`src/rtl/brush_writer.sv`:
```
// brush_writer -- write-side engine for the pixel store.
//
// Takes one paint command at a time (center, color, radius) and sweeps the
// (2r+1)x(2r+1) square footprint, one write beat per clock, row by row.
// Beats whose pixel lies off the canvas are suppressed: we=0 and the
// address/data outputs hold. The sweep length depends only on r.
//
// Optional feature, macro BRUSH_CLEAR_EN: when defined, a clear_req seen
// in IDLE sweeps the whole canvas to color 0 in row-major order. The clear
// takes priority over a paint command arriving in the same cycle. When the
// macro is undefined, clear_req is accepted on the port but ignored.
//
// Ports:
//   clk, reset       clock, synchronous active-high reset
//   cmd_valid/ready  paint command handshake (ready only in IDLE)
//   cmd_x, cmd_y     brush center, 0..255 (off-canvas centers are legal)
//   cmd_color        color to paint
//   cmd_radius       brush radius r
//   clear_req        canvas clear request (BRUSH_CLEAR_EN only)
//   we, wx, wy       registered write strobe and address to the store
//   new_color        registered write data
//   busy             a sweep is on the outputs
//   done             pulse on the final beat of a sweep
module brush_writer #(
  parameter int GRID = 128,
  parameter int R_W  = 2
) (
  input  logic           clk,
  input  logic           reset,
  input  logic           cmd_valid,
  output logic           cmd_ready,
  input  logic [7:0]     cmd_x,
  input  logic [7:0]     cmd_y,
  input  logic [2:0]     cmd_color,
  input  logic [R_W-1:0] cmd_radius,
  input  logic           clear_req,
  output logic           we,
  output logic [7:0]     wx,
  output logic [7:0]     wy,
  output logic [2:0]     new_color,
  output logic           busy,
  output logic           done
);

  typedef enum logic [1:0] {IDLE, PAINT, CLEAR} state_t;

  localparam logic signed [R_W:0] ONE = 1;
  localparam logic [7:0] LAST = 8'(GRID - 1);

  state_t               state_q, state_d;
  logic [7:0]           cx_q, cx_d, cy_q, cy_d;
  logic [2:0]           color_q, color_d;
  logic [R_W-1:0]       rad_q, rad_d;
  // Offsets of the beat currently on the outputs.
  logic signed [R_W:0]  dx_q, dx_d, dy_q, dy_d;
  logic                 we_q, we_d, busy_q, busy_d, done_q, done_d;
  logic [7:0]           wx_q, wx_d, wy_q, wy_d;
  logic [2:0]           col_q, col_d;

  // Beat generator inputs: either the incoming command (first beat) or the
  // latched command with the advanced offsets.
  logic [7:0]           sel_cx, sel_cy;
  logic [2:0]           sel_col;
  logic signed [R_W:0]  sel_rs, sel_dx, sel_dy, r_s;
  logic                 do_beat;
  logic [9:0]           bx, by;
  logic                 on_x, on_y;

`ifdef BRUSH_CLEAR_EN
  assign cmd_ready = (state_q == IDLE) && !reset && !clear_req;
`else
  assign cmd_ready = (state_q == IDLE) && !reset;
  logic unused_clear;
  assign unused_clear = clear_req;
`endif

  assign r_s = $signed({1'b0, rad_q});

  always_comb begin
    state_d = state_q;
    cx_d    = cx_q;
    cy_d    = cy_q;
    color_d = color_q;
    rad_d   = rad_q;
    dx_d    = dx_q;
    dy_d    = dy_q;
    we_d    = 1'b0;
    wx_d    = wx_q;
    wy_d    = wy_q;
    col_d   = col_q;
    busy_d  = 1'b0;
    done_d  = 1'b0;
    sel_cx  = cx_q;
    sel_cy  = cy_q;
    sel_col = color_q;
    sel_rs  = r_s;
    sel_dx  = dx_q;
    sel_dy  = dy_q;
    do_beat = 1'b0;
    bx      = '0;
    by      = '0;
    on_x    = 1'b0;
    on_y    = 1'b0;

    case (state_q)
      IDLE: begin
`ifdef BRUSH_CLEAR_EN
        if (clear_req) begin
          state_d = CLEAR;
          we_d    = 1'b1;
          wx_d    = '0;
          wy_d    = '0;
          col_d   = '0;
          busy_d  = 1'b1;
          done_d  = (GRID == 1);
        end else
`endif
        if (cmd_valid) begin
          state_d = PAINT;
          cx_d    = cmd_x;
          cy_d    = cmd_y;
          color_d = cmd_color;
          rad_d   = cmd_radius;
          sel_cx  = cmd_x;
          sel_cy  = cmd_y;
          sel_col = cmd_color;
          sel_rs  = $signed({1'b0, cmd_radius});
          sel_dx  = -sel_rs;
          sel_dy  = -sel_rs;
          do_beat = 1'b1;
        end
      end
      PAINT: begin
        if (dx_q == r_s && dy_q == r_s) begin
          state_d = IDLE;
        end else begin
          do_beat = 1'b1;
          if (dx_q == r_s) begin
            sel_dx = -r_s;
            sel_dy = dy_q + ONE;
          end else begin
            sel_dx = dx_q + ONE;
          end
        end
      end
`ifdef BRUSH_CLEAR_EN
      // The write address itself is the clear counter: every clear beat
      // writes, so wx/wy always hold the current clear position.
      CLEAR: begin
        if (wx_q == LAST && wy_q == LAST) begin
          state_d = IDLE;
        end else begin
          we_d   = 1'b1;
          busy_d = 1'b1;
          col_d  = '0;
          if (wx_q == LAST) begin
            wx_d = '0;
            wy_d = wy_q + 8'd1;
          end else begin
            wx_d = wx_q + 8'd1;
          end
          done_d = (wx_d == LAST) && (wy_d == LAST);
        end
      end
`endif
      default: state_d = IDLE;
    endcase

    if (do_beat) begin
      dx_d   = sel_dx;
      dy_d   = sel_dy;
      busy_d = 1'b1;
      done_d = (sel_dx == sel_rs) && (sel_dy == sel_rs);
      // 10-bit two's complement pixel position; negative or >= GRID is off.
      bx   = {2'b00, sel_cx} + {{(9-R_W){sel_dx[R_W]}}, sel_dx};
      by   = {2'b00, sel_cy} + {{(9-R_W){sel_dy[R_W]}}, sel_dy};
      on_x = !bx[9] && (bx[8:0] < 9'(GRID));
      on_y = !by[9] && (by[8:0] < 9'(GRID));
      if (on_x && on_y) begin
        we_d  = 1'b1;
        wx_d  = bx[7:0];
        wy_d  = by[7:0];
        col_d = sel_col;
      end
    end
  end

  always_ff @(posedge clk) begin
    if (reset) begin
      state_q <= IDLE;
      cx_q    <= '0;
      cy_q    <= '0;
      color_q <= '0;
      rad_q   <= '0;
      dx_q    <= '0;
      dy_q    <= '0;
      we_q    <= 1'b0;
      wx_q    <= '0;
      wy_q    <= '0;
      col_q   <= '0;
      busy_q  <= 1'b0;
      done_q  <= 1'b0;
    end else begin
      state_q <= state_d;
      cx_q    <= cx_d;
      cy_q    <= cy_d;
      color_q <= color_d;
      rad_q   <= rad_d;
      dx_q    <= dx_d;
      dy_q    <= dy_d;
      we_q    <= we_d;
      wx_q    <= wx_d;
      wy_q    <= wy_d;
      col_q   <= col_d;
      busy_q  <= busy_d;
      done_q  <= done_d;
    end
  end

  assign we        = we_q;
  assign wx        = wx_q;
  assign wy        = wy_q;
  assign new_color = col_q;
  assign busy      = busy_q;
  assign done      = done_q;

endmodule

```
`config.mk`:
```
export PLATFORM = sky130hd
export DESIGN_NAME = brush_writer
export DESIGN_NICKNAME = d
export VERILOG_FILES = /design/src/rtl/brush_writer.sv
export SDC_FILE = /design/constraint.sdc
export NUM_CORES = 1
export LEC_CHECK = 0
export ABC_AREA = 1
export ABC_CLOCK_PERIOD_IN_PS = 4019
export CORE_ASPECT_RATIO = 0.7
export CORE_UTILIZATION = 39
export CTS_CLUSTER_SIZE = 20
export DETAILED_ROUTE_END_ITERATION = 16
export GPL_TIMING_DRIVEN = 0
export HOLD_SLACK_MARGIN = 0.02
export PLACE_DENSITY_LB_ADDON = 0.1
export SKIP_LAST_GASP = 1
export SYNTH_ARGS = -nofsm -noshare
export SYNTH_HDL_FRONTEND = slang
export SYNTH_SLANG_ARGS = --single-unit
```
`constraint.sdc`:
```
create_clock -name clk -period 4.02 [get_ports clk]
set_clock_uncertainty 0.2 [all_clocks]
set_input_delay 0.402 -clock clk [delete_from_list [all_inputs] [get_ports clk]]
set_output_delay 0.402 -clock clk [all_outputs]
set_load 0.02 [all_outputs]
```
==> results.json <==
{
  "dp_hpwl_um": 6529,
  "placed_area_mm2": 0.003879,
  "synth_cell_types": 34,
  "ir_drop_uv": 153.1,
  "synthToLayoutAreaGrowth_pct": 22.55,
  "rows": 27,
  "yosys-top-cells-area": "dfxtp_1 30%, nand2_1 13%, inv_1 10%",
  "vias": 3138,
  "path_cells": "clkdlybuf4s50_1 > inv_1 > ha_1 > nor2_1 > a211oi_1 > a31oi_1 > inv_1 > fa_1 > nand3_1 > nand2_1 > nand3b_1 > nand3_1 > inv_1 > nand3_1 > nand2_4 > clkbuf_4 > nand4_1 > nand2_1 > nor2_1",
  "clk_path_buf_depth": 2,
  "dr.first_iter.drc_count": 129,
  "port-buffer-count": 45,
  "path_clk_slew_ps": 70,
  "antenna_found_initial": 0,
  "dp_slack_ps": -494.4,
  "timing_max_transition_violations_final": 0,
  "crit_family": "simple AND/OR/NAND/NOR gates",
  "reg2reg_slack_ps": 450,
  "io_pins": 48,
  "grt_overflow_total": 0,
  "cp.arrival_ps": 3670,
  "syn_nets": 550,
  "insertion_delay_ps": 300,
  "cts_buffers": 5,
  "whs_ps": 230.3,
  "die_area_mm2": 0.008844,
  "syn_avg_cell_area_um2": 6.578,
  "rsz0062_at_grt": "false",
  "final_cells": 657,
  "cp_slowest_stage_delay_ps": 490,
  "post-route-min-period_ps": 3676,
  "ant_nets": 0,
  "layout.nets": 604,
  "grt_pass1_wl_um": 13800,
  "violations": "DRC",
  "hold_viol": 0,
  "postCtsHoldBufs": 0,
  "coreArea_mm2": 0.008040,
  "root_buffer": "clkbuf_16",
  "cp_max_fo": 10,
  "worstHoldPathType": "input pin to flip-flop",
  "endpoint_kind": "flip-flop",
  "drive_above_1_share": 0.09173,
  "drc": 2,
  "worst_pin_slew_ps": 618.4,
  "gp_congestion": 0.9169,
  "p_leak_uw": 0.002055,
  "status": "finished with violations",
  "track_usage": 0.1990,
  "setup_violations": 0,
  "cts.sinks": 50,
  "worst-path-buf-inv": 5,
  "crit_type": "input pin to flip-flop",
  "max_freq_mhz": 272.0,
  "power.density_mw_per_mm2": 426.8,
  "die_h_um": 78.99,
  "layout_commonest_cell": "nand2_1",
  "h-tree-depth": 2,
  "ys_seq_area_frac": 0.3031,
  "yosysTopAreaCellShare": 0.3031,
  "grt_pass1_vias": 2820,
  "die_w_um": 112.0,
  "tns_ps": 0,
  "wl_per_cell_um": 12.59,
  "synth_seq_cells": 50,
  "via_per_inst": 4.776,
  "syn_area_mm2": 0.003302,
  "first_pass_iters": 11,
  "fin_area_mm2": 0.004046,
  "yosysWarnings": 0,
  "finalCritPeriodShare": 0.9145,
  "synthCells": 502,
  "slew_headroom": 0.5877,
  "dp_cells": 648,
  "start_util": 0.4107,
  "maxCapViolCount": 0,
  "antenna_cells": 0,
  "layout_common_cells": "110 x nand2_1, 92 x inv_1, 63 x nor2_1, 50 x dfxtp_1, 44 x clkdlybuf4s50_1",
  "synth_top_cell_by_area": "dfxtp_1",
  "grt_max_degree": 15,
  "critPathSlowestCell": "fa_1",
  "crit_path_start_kind": "input pin",
  "wl_um": 8272,
  "cts_tree": "built",
  "cp.required_ps": 4020,
  "fin_ws_ps": 343.7
}
==> registers in the layout, indices dropped and copies added, names as in the netlist <==
signal / flops
dy_q: 3
cy_q: 8
done: 1
dx_q: 3
busy: 1
new_color: 3
rad_q: 2
color_q: 3
we: 1
wy: 8
wx: 8
state_q: 1
cx_q: 8
==> power by group <==
group	internal, uW	total [uW]	switching, uW
clock	225	415	190
combinational	283	757	474
sequential	534	555	21.1
total	1040	1730	685
==> layer usage <==
metal	part of all wire	vias to the layer above	GRT usage
li1	-	1658	-
met1	0.52	1392	0.2947
met2	0.41	80	0.2950
met3	0.059	8	0.03664
met4	0.0087	0	0.04800
met5	0	-	0
==> repair_timing <==
action                     CTS  global route
setup endpoints to repair   19            20
buffers inserted             0             2
pin swaps                    0             1
gates resized for setup      2            11
==> cells by family after synthesis <==
| kind of cell | Yosys count | synth area share |
|---|---|---|
| muxes | 3 | 0.009095 |
| DFF | 50 | 0.3031 |
| and+or+nand+nor | 252 | 0.3520 |
| adders and majority gates | 23 | 0.09170 |
| xor gates and xnor gates | 12 | 0.03183 |
| AOI/OAI and AO/OA | 46 | 0.07351 |
| buffers and inverters | 116 | 0.1387 |
==> synth_stat cells, drive strengths merged <==
library cell and n:
nand2 117, inv 101, nor2 66, dfxtp 50, nand3 33, o21ai 24
ha 21, nand4 19, a21oi 16, or2 11, clkbuf 8, xnor2 7
buf 6, xor2 5, nor3 4, mux2i 3, a21o 2, a31oi 2
fa 2, a211oi 1, and3 1, clkinv 1, nand3b 1, o21a 1
==> through the flow <==
step                total power, uW  utilization
floorplan                      1119            -
global placement               1303       0.4824
detailed placement             1310       0.4824
CTS                            1729       0.5000
global route                   1859       0.5033
finish                         1727       0.5033
==> area by class of cell <==
cell class / count / area [um^2]
Buffer: 14 / 80.08
Clock buffer: 5 / 125.1
Clock inverter: 2 / 10.01
Fill cell: 840 / 3994
Inverter: 102 / 382.9
Multi-Input combinational cell: 336 / 1853
Sequential cell: 50 / 1001
Tap cell: 101 / 126.4
Timing Repair Buffer: 47 / 467.9
==> final timing paths <==
check                 from  depth (start not counted)    endpoint
min                  reset                          2  state_q[0]
max          cmd_radius[0]                         19       wx[0]
min reg2reg          wx[7]                          2       wx[7]
max reg2reg       rad_q[0]                         22       wx[0]
No activity file was read; power rests on OpenSTA's default activity.
